--- config.mk ---
export PLATFORM = sky130hd
export DESIGN_NAME = usr_shift_sequencer
export DESIGN_NICKNAME = d
export VERILOG_FILES = /design/src/rtl/usr_shift_sequencer.sv
export SDC_FILE = /design/constraint.sdc
export NUM_CORES = 1
export LEC_CHECK = 0
export CAP_MARGIN = 20
export CORE_UTILIZATION = 27
export DETAILED_ROUTE_END_ITERATION = 8
export PLACE_DENSITY = 0.58
export SYNTH_ARGS = -nofsm -noshare
export SYNTH_HDL_FRONTEND = slang
export SYNTH_SLANG_ARGS = --single-unit
--- constraint.sdc ---
create_clock -name clk -period 4.3 [get_ports clk]
set_clock_uncertainty 0.1 [all_clocks]
set_input_delay 0.86 -clock clk [delete_from_list [all_inputs] [get_ports clk]]
set_output_delay 0.86 -clock clk [all_outputs]
set_load 0.02 [all_outputs]
--- src/rtl/usr_shift_sequencer.sv ---
// Sequencer for an external universal shift register: accepts LOAD/SHR/SHL/ROTR
// commands, steps the register one mode per cycle and pulses done with the result.
module usr_shift_sequencer #(
    parameter int WIDTH = 4,
    parameter int AMT_W = 3
) (
    input  logic             clk,
    input  logic             rst,
    input  logic             cmd_valid,
    output logic             cmd_ready,
    input  logic [1:0]       cmd_op,
    input  logic [AMT_W-1:0] cmd_amt,
    input  logic [WIDTH-1:0] cmd_data,
    output logic [1:0]       usr_s,
    output logic [WIDTH-1:0] usr_d,
    input  logic [WIDTH-1:0] usr_q,
    output logic             busy,
    output logic             done,
    output logic [WIDTH-1:0] res_data
);

    typedef enum logic [1:0] {
        S_IDLE  = 2'b00,
        S_LOAD  = 2'b01,
        S_SHIFT = 2'b10,
        S_DONE  = 2'b11
    } state_t;

    typedef enum logic [1:0] {
        OP_LOAD = 2'b00,
        OP_SHR  = 2'b01,
        OP_SHL  = 2'b10,
        OP_ROTR = 2'b11
    } op_t;

    localparam logic [1:0] MODE_HOLD  = 2'b00;
    localparam logic [1:0] MODE_RIGHT = 2'b01;
    localparam logic [1:0] MODE_LEFT  = 2'b10;
    localparam logic [1:0] MODE_PLOAD = 2'b11;

    state_t           state;
    op_t              op_q;
    logic [AMT_W-1:0] amt_q;
    logic [WIDTH-1:0] data_q;
    logic [AMT_W-1:0] count;

    // Rotation is done through a parallel load of the pre-rotated value.
    function automatic logic [1:0] shift_mode(input op_t op);
        case (op)
            OP_SHR:  return MODE_RIGHT;
            OP_SHL:  return MODE_LEFT;
            OP_ROTR: return MODE_PLOAD;
            default: return MODE_HOLD;
        endcase
    endfunction

    // NOTE: all state and registered outputs use non-blocking assignments so every
    // flop samples the values from before the edge, independent of statement order.
    always_ff @(posedge clk or negedge rst) begin
        if (!rst) begin
            state     <= S_IDLE;
            op_q      <= OP_LOAD;
            amt_q     <= '0;
            data_q    <= '0;
            count     <= '0;
            cmd_ready <= 1'b1;
            busy      <= 1'b0;
            done      <= 1'b0;
            usr_s     <= MODE_HOLD;
        end else begin
            case (state)
                S_IDLE: begin
                    if (cmd_valid && cmd_ready) begin
                        op_q      <= op_t'(cmd_op);
                        amt_q     <= cmd_amt;
                        data_q    <= cmd_data;
                        count     <= cmd_amt;
                        cmd_ready <= 1'b0;
                        busy      <= 1'b1;
                        if (op_t'(cmd_op) == OP_LOAD) begin
                            state <= S_LOAD;
                            usr_s <= MODE_PLOAD;
                        end else if (cmd_amt == '0) begin
                            // Zero-step shift: report the untouched register contents.
                            state <= S_DONE;
                            done  <= 1'b1;
                            usr_s <= MODE_HOLD;
                        end else begin
                            state <= S_SHIFT;
                            usr_s <= shift_mode(op_t'(cmd_op));
                        end
                    end
                end
                S_LOAD: begin
                    state <= S_DONE;
                    done  <= 1'b1;
                    usr_s <= MODE_HOLD;
                end
                S_SHIFT: begin
                    count <= count - AMT_W'(1);
                    if (count == AMT_W'(1)) begin
                        state <= S_DONE;
                        done  <= 1'b1;
                        usr_s <= MODE_HOLD;
                    end
                end
                S_DONE: begin
                    state     <= S_IDLE;
                    done      <= 1'b0;
                    cmd_ready <= 1'b1;
                    busy      <= 1'b0;
                end
                default: begin
                    state     <= S_IDLE;
                    done      <= 1'b0;
                    cmd_ready <= 1'b1;
                    busy      <= 1'b0;
                    usr_s     <= MODE_HOLD;
                end
            endcase
        end
    end

    // usr_d must track usr_q in the same cycle, so it is a mux off registered state.
    // NOTE: the default assignment first keeps this block free of inferred latches.
    always_comb begin
        usr_d = '0;
        case (state)
            S_LOAD:  usr_d = data_q;
            S_SHIFT: usr_d = (op_q == OP_ROTR) ? {usr_q[0], usr_q[WIDTH-1:1]} : usr_q;
            default: usr_d = '0;
        endcase
    end

    assign res_data = done ? usr_q : '0;

    // amt_q is kept for observability of the accepted command; it does not steer logic.
    logic unused_amt;
    assign unused_amt = ^amt_q;

endmodule
==> results, run 1 <==
- The run finished with clean final reports.
- The aggregate negative setup slack is 0 ns.
- Buffers inserted to repair hold after CTS numbered 0.
- The slowest stage of the critical path is the sky130_fd_sc_hd__clkdlybuf4s50_1 cell.
- After synthesis, the most frequently instantiated cells are 15 x sky130_fd_sc_hd__dfrtp_1, 8 x sky130_fd_sc_hd__a21oi_1.
- The die covers 4021 um2.
- The arrival time of data at the critical path endpoint is roughly 2.3 ns.
- The portion of the post-synthesis area used by sequential elements is 0.3943.
- The kind of start point of the critical path is an input pin.
- 29 I/O pins were placed.
- The initial utilization of the core area, before any placement, comes to 0.2937.
- The data required time of the critical path is around 3.3 ns.
- The clock transition at the registers of the reported paths is 0.06 ns.
- The max-cap violation count is 0.
- The post-synthesis instance total is approximately 100.
- Compared with the post-synthesis result, the final layout area differs by 36.24%.
- The average instance area after synthesis is 9.985 um2.
- The number of clock buffers added by TritonCTS is 3.
- In this run the number of H-tree levels came out at 1.
- The type of the most critical hold path is flop to flop.
- Synthesis produced a netlist with a net count of ~120.
- The largest fanout on the critical path is 3.
- The total overflow left after global routing is 0.
- The count of TritonRoute iterations in the first routing pass is 4.
- After detailed routing, the total wire length is approximately 2.2 mm.
- The static leakage is 0.5655 nW.
- The number of core rows is 21.
- The worst-case clock buffer depth is 2.
- For the worst-skew pair, the clock arrives at the later sink with an insertion delay of between 0.2 and 0.3 ns.
- The kind of end point of the critical path is an output port.
- The share of synthesized area in the top cell type comes to 0.3686.
- The proportion of register bits with asynchronous set or reset after synthesis is 1.000.
- The library cell occupying the most area in the post-synthesis netlist is sky130_fd_sc_hd__dfrtp_1.
- After detailed placement, the design holds a cell count of roughly 170.
- For this run, the top clock speed supported by timing is 0.3043 GHz.
- The final number of max-transition violations is 0.
- Setup repair after global routing left no endpoint under its margin.
- The net total in the final layout is around 150.
- The die is 63.42 um tall.
- The most used flip-flop cell after synthesis is sky130_fd_sc_hd__dfrtp_1.
- The number of hold-slack violations in the final timing report is 0.
- Using the TritonRoute via totals, the vias-per-cell ratio works out to about 4.7.
- The power per standard cell area is ~730 nW/um2.
- The count of non-filler cells in the finished layout is between 150 and 200.
- Counting I/O delays and the setup requirement, the final critical path takes 3.286 ns.
- At the end of routability-driven placement, the weighted congestion stood at roughly 0.74.
- The number of warnings reported in the yosys synthesis log is 0.
- The post-cts sizing count is 0.
- Counting stages on the worst path, the most repeated cell is sky130_fd_sc_hd__clkdlybuf4s50_1.
- The number of DRC violations after detailed-routing iteration 0 is 19.
- The most frequently used cell type in the post-synthesis netlist is sky130_fd_sc_hd__dfrtp_1.
- Buffers added to address setup during post-CTS repair amount to 0.
- At the pin with the least slew margin, the transition time is between 0.7 and 0.8 ns.
- The first-pass GRT wire length is 3.567 mm.
- The final standard cell utilization of the core is 0.4001.
- The HPWL reported at the end of detailed placement is between 1.5 and 2 mm.
- The number of enable flip-flop cells after synthesis is 0.
- The total track usage is 0.1140.
- The total core area is roughly 3500 um2.
- The maximum resistive drop on vdd is about 0.30 mV.
- By area the synthesized netlist is led by sky130_fd_sc_hd__dfrtp_1 37%, sky130_fd_sc_hd__ha_1 7.4%, sky130_fd_sc_hd__mux2_1 6.6%.
- The worst pin sits at a relative slew slack of 0.5035.
- For this design, the sink count on the clock tree is 16.
- The clock tree from TritonCTS is done.
- The antenna diode instance count is 0.
- Port buffering added 28 buffers.
- The unique cell type count in the Yosys netlist is 31.
- The final worst-path cycle share is 0.7642.
- The via count of the first global-routing pass is between 700 and 800.
- The cell area that synthesis handed to floorplanning was a little over 1000 um2.
- The final setup violation count is 0.
- The number of remaining DRC errors is 0.
- The clock tree root buffer cell is sky130_fd_sc_hd__clkbuf_8.
- After synthesis the netlist holds a flip-flop and latch count of 16.
- Entering global routing, the biggest net connects 17 pins.
- The die is between 60 and 70 um wide.
- In the final layout, the share of cells above drive strength 1 is 0.1145.
- The number of antenna violations at the first check in global routing was 0.
- The detail route stage leaves a number of antenna-violating nets equal to 0.
- The average detailed-routed wire length per instance is between 10 and 15 um.
- The delay contributed by the slowest stage of the critical path is a little over 0.6 ns.
- Walking the worst path, the cells encountered are clkdlybuf4s50_1, mux2_2, a22oi_1, nor2b_1, clkdlybuf4s50_1.
- The via count is ~830.
- The critical path class is input pin to output port.
[cells by family (layout without fill, tap and decap cells)]
| family | after synthesis | count (layout) | synth area share |
|---|---|---|---|
| simple gates | 30 | 30 | 0.1671 |
| compound gates | 27 | 27 | 0.1708 |
| flops | 16 | 16 | 0.3944 |
| mux | 13 | 13 | 0.1499 |
| buf+inv | 9 | 38 | 0.03562 |
| fa+ha+maj | 6 | 6 | 0.07371 |
| xor+xnor | 1 | 1 | 0.008601 |
[flip-flops by register name, indices dropped and copies added (netlist names)]
name / cells
usr_s: 2
done: 1
op_q: 2
count: 3
busy: 1
data_q: 4
state: 2
cmd_ready: 1
[power breakdown]
part / total (mW) / switching (mW) / internal, mW
clock: 0.117 / 0.0511 / 0.0656
sequential: 0.286 / 0.0547 / 0.231
combinational: 0.609 / 0.304 / 0.305
total: 1.01 / 0.410 / 0.602
[through the flow]
| stage | area (um2) | worst slack (ns) | hold slack, ns | total power, mW |
|---|---|---|---|---|
| 2_1_floorplan | 1018 | 1.984 | 0.3641 | 0.7185 |
| 3_3_place_gp | 1343 | 1.018 | 0.3787 | 0.8836 |
| 3_5_place_dp | 1343 | 1.014 | 0.3910 | 0.9002 |
| 4_1_cts | 1388 | 1.013 | 0.4065 | 1.021 |
| 5_1_grt | 1388 | 0.9437 | 0.4176 | 1.092 |
| 6_report | 1388 | 1.014 | 0.3981 | 1.012 |
[critical path: cells and delay by family]
family,cells,cell delay [ns]
buffers and inverters,2,1.12
muxes,1,0.17
and+or+nand+nor,1,0.13
AOI/OAI and AO/OA,1,0.06
[cell usage in the layout, fill, tap and decap left out, drive strengths merged, types with 2 or more instances in the layout]
| cell type | n |
|---|---|
| nand3 | 4 |
| clkdlybuf4s50 | 28 |
| inv | 6 |
| o22ai | 3 |
| a22oi | 5 |
| nand2 | 5 |
| and2 | 6 |
| mux2 | 12 |
| nand3b | 2 |
| ha | 6 |
| nor2b | 4 |
| o21ai | 8 |
| dfrtp | 15 |
| nand2b | 2 |
| a21oi | 8 |
| clkbuf | 4 |
| nor2 | 5 |
[worst paths after layout]
path	from	cells after the start	to	slack, ns
setup / recovery	usr_q[3]	5	usr_d[2]	1.01
hold / removal	op_q[0]	1	op_q[0]	0.40
setup reg to reg	state[0]	5	usr_s[0]	2.36
hold reg to reg	op_q[0]	1	op_q[0]	0.40
max in group asynchronous	rst	1	busy	2.68
min in group asynchronous	rst	1	data_q[3]	0.95
[per-layer routing]
metal	wire length (um)	vias up	track usage
li1	-	420	-
met1	1116	385	0.1611
met2	911	24	0.1676
met3	106	2	0.02536
met4	27	0	0.04261
met5	0	-	0
[cell type report]
| class | count | area, um2 |
|---|---|---|
| fillers | 369 | 2081 |
| well taps | 46 | 57.56 |
| flip-flops and latches | 16 | 401.6 |
| repair buffers | 28 | 280.3 |
| clock buffers | 4 | 45.04 |
| multi-input cells | 77 | 580.6 |
| inverters | 6 | 22.52 |
Power figures use the tool's default switching activity.
==> run 2, diff against run 1 <==
==> constraint.sdc (replaced) <==
create_clock -name clk -period 3.2 [get_ports clk]
set_clock_uncertainty 0.1 [all_clocks]
set_input_delay 0.64 -clock clk [delete_from_list [all_inputs] [get_ports clk]]
set_output_delay 0.64 -clock clk [all_outputs]
set_load 0.02 [all_outputs]
==> results of run 2 <==
Same layout as run 1 (identical final DEF). Status: finished clean.
Main changes from that run: final weighted congestion in routability-driven placement 0.7404 -> 0.7403; setup slack after placement 1.014 ns -> 0.3537 ns; clock-pin slew on the worst setup and hold paths 0.06 ns -> 0.07 ns; setup slack after layout 1.014 ns -> 0.3304 ns; start point of the critical path usr_q[3] -> state[0]; register-to-register setup slack 2.36 ns -> 1.26 ns; total power 1.012 mW -> 1.360 mW; worst IR drop on VDD 0.3012 mV -> 0.4048 mV
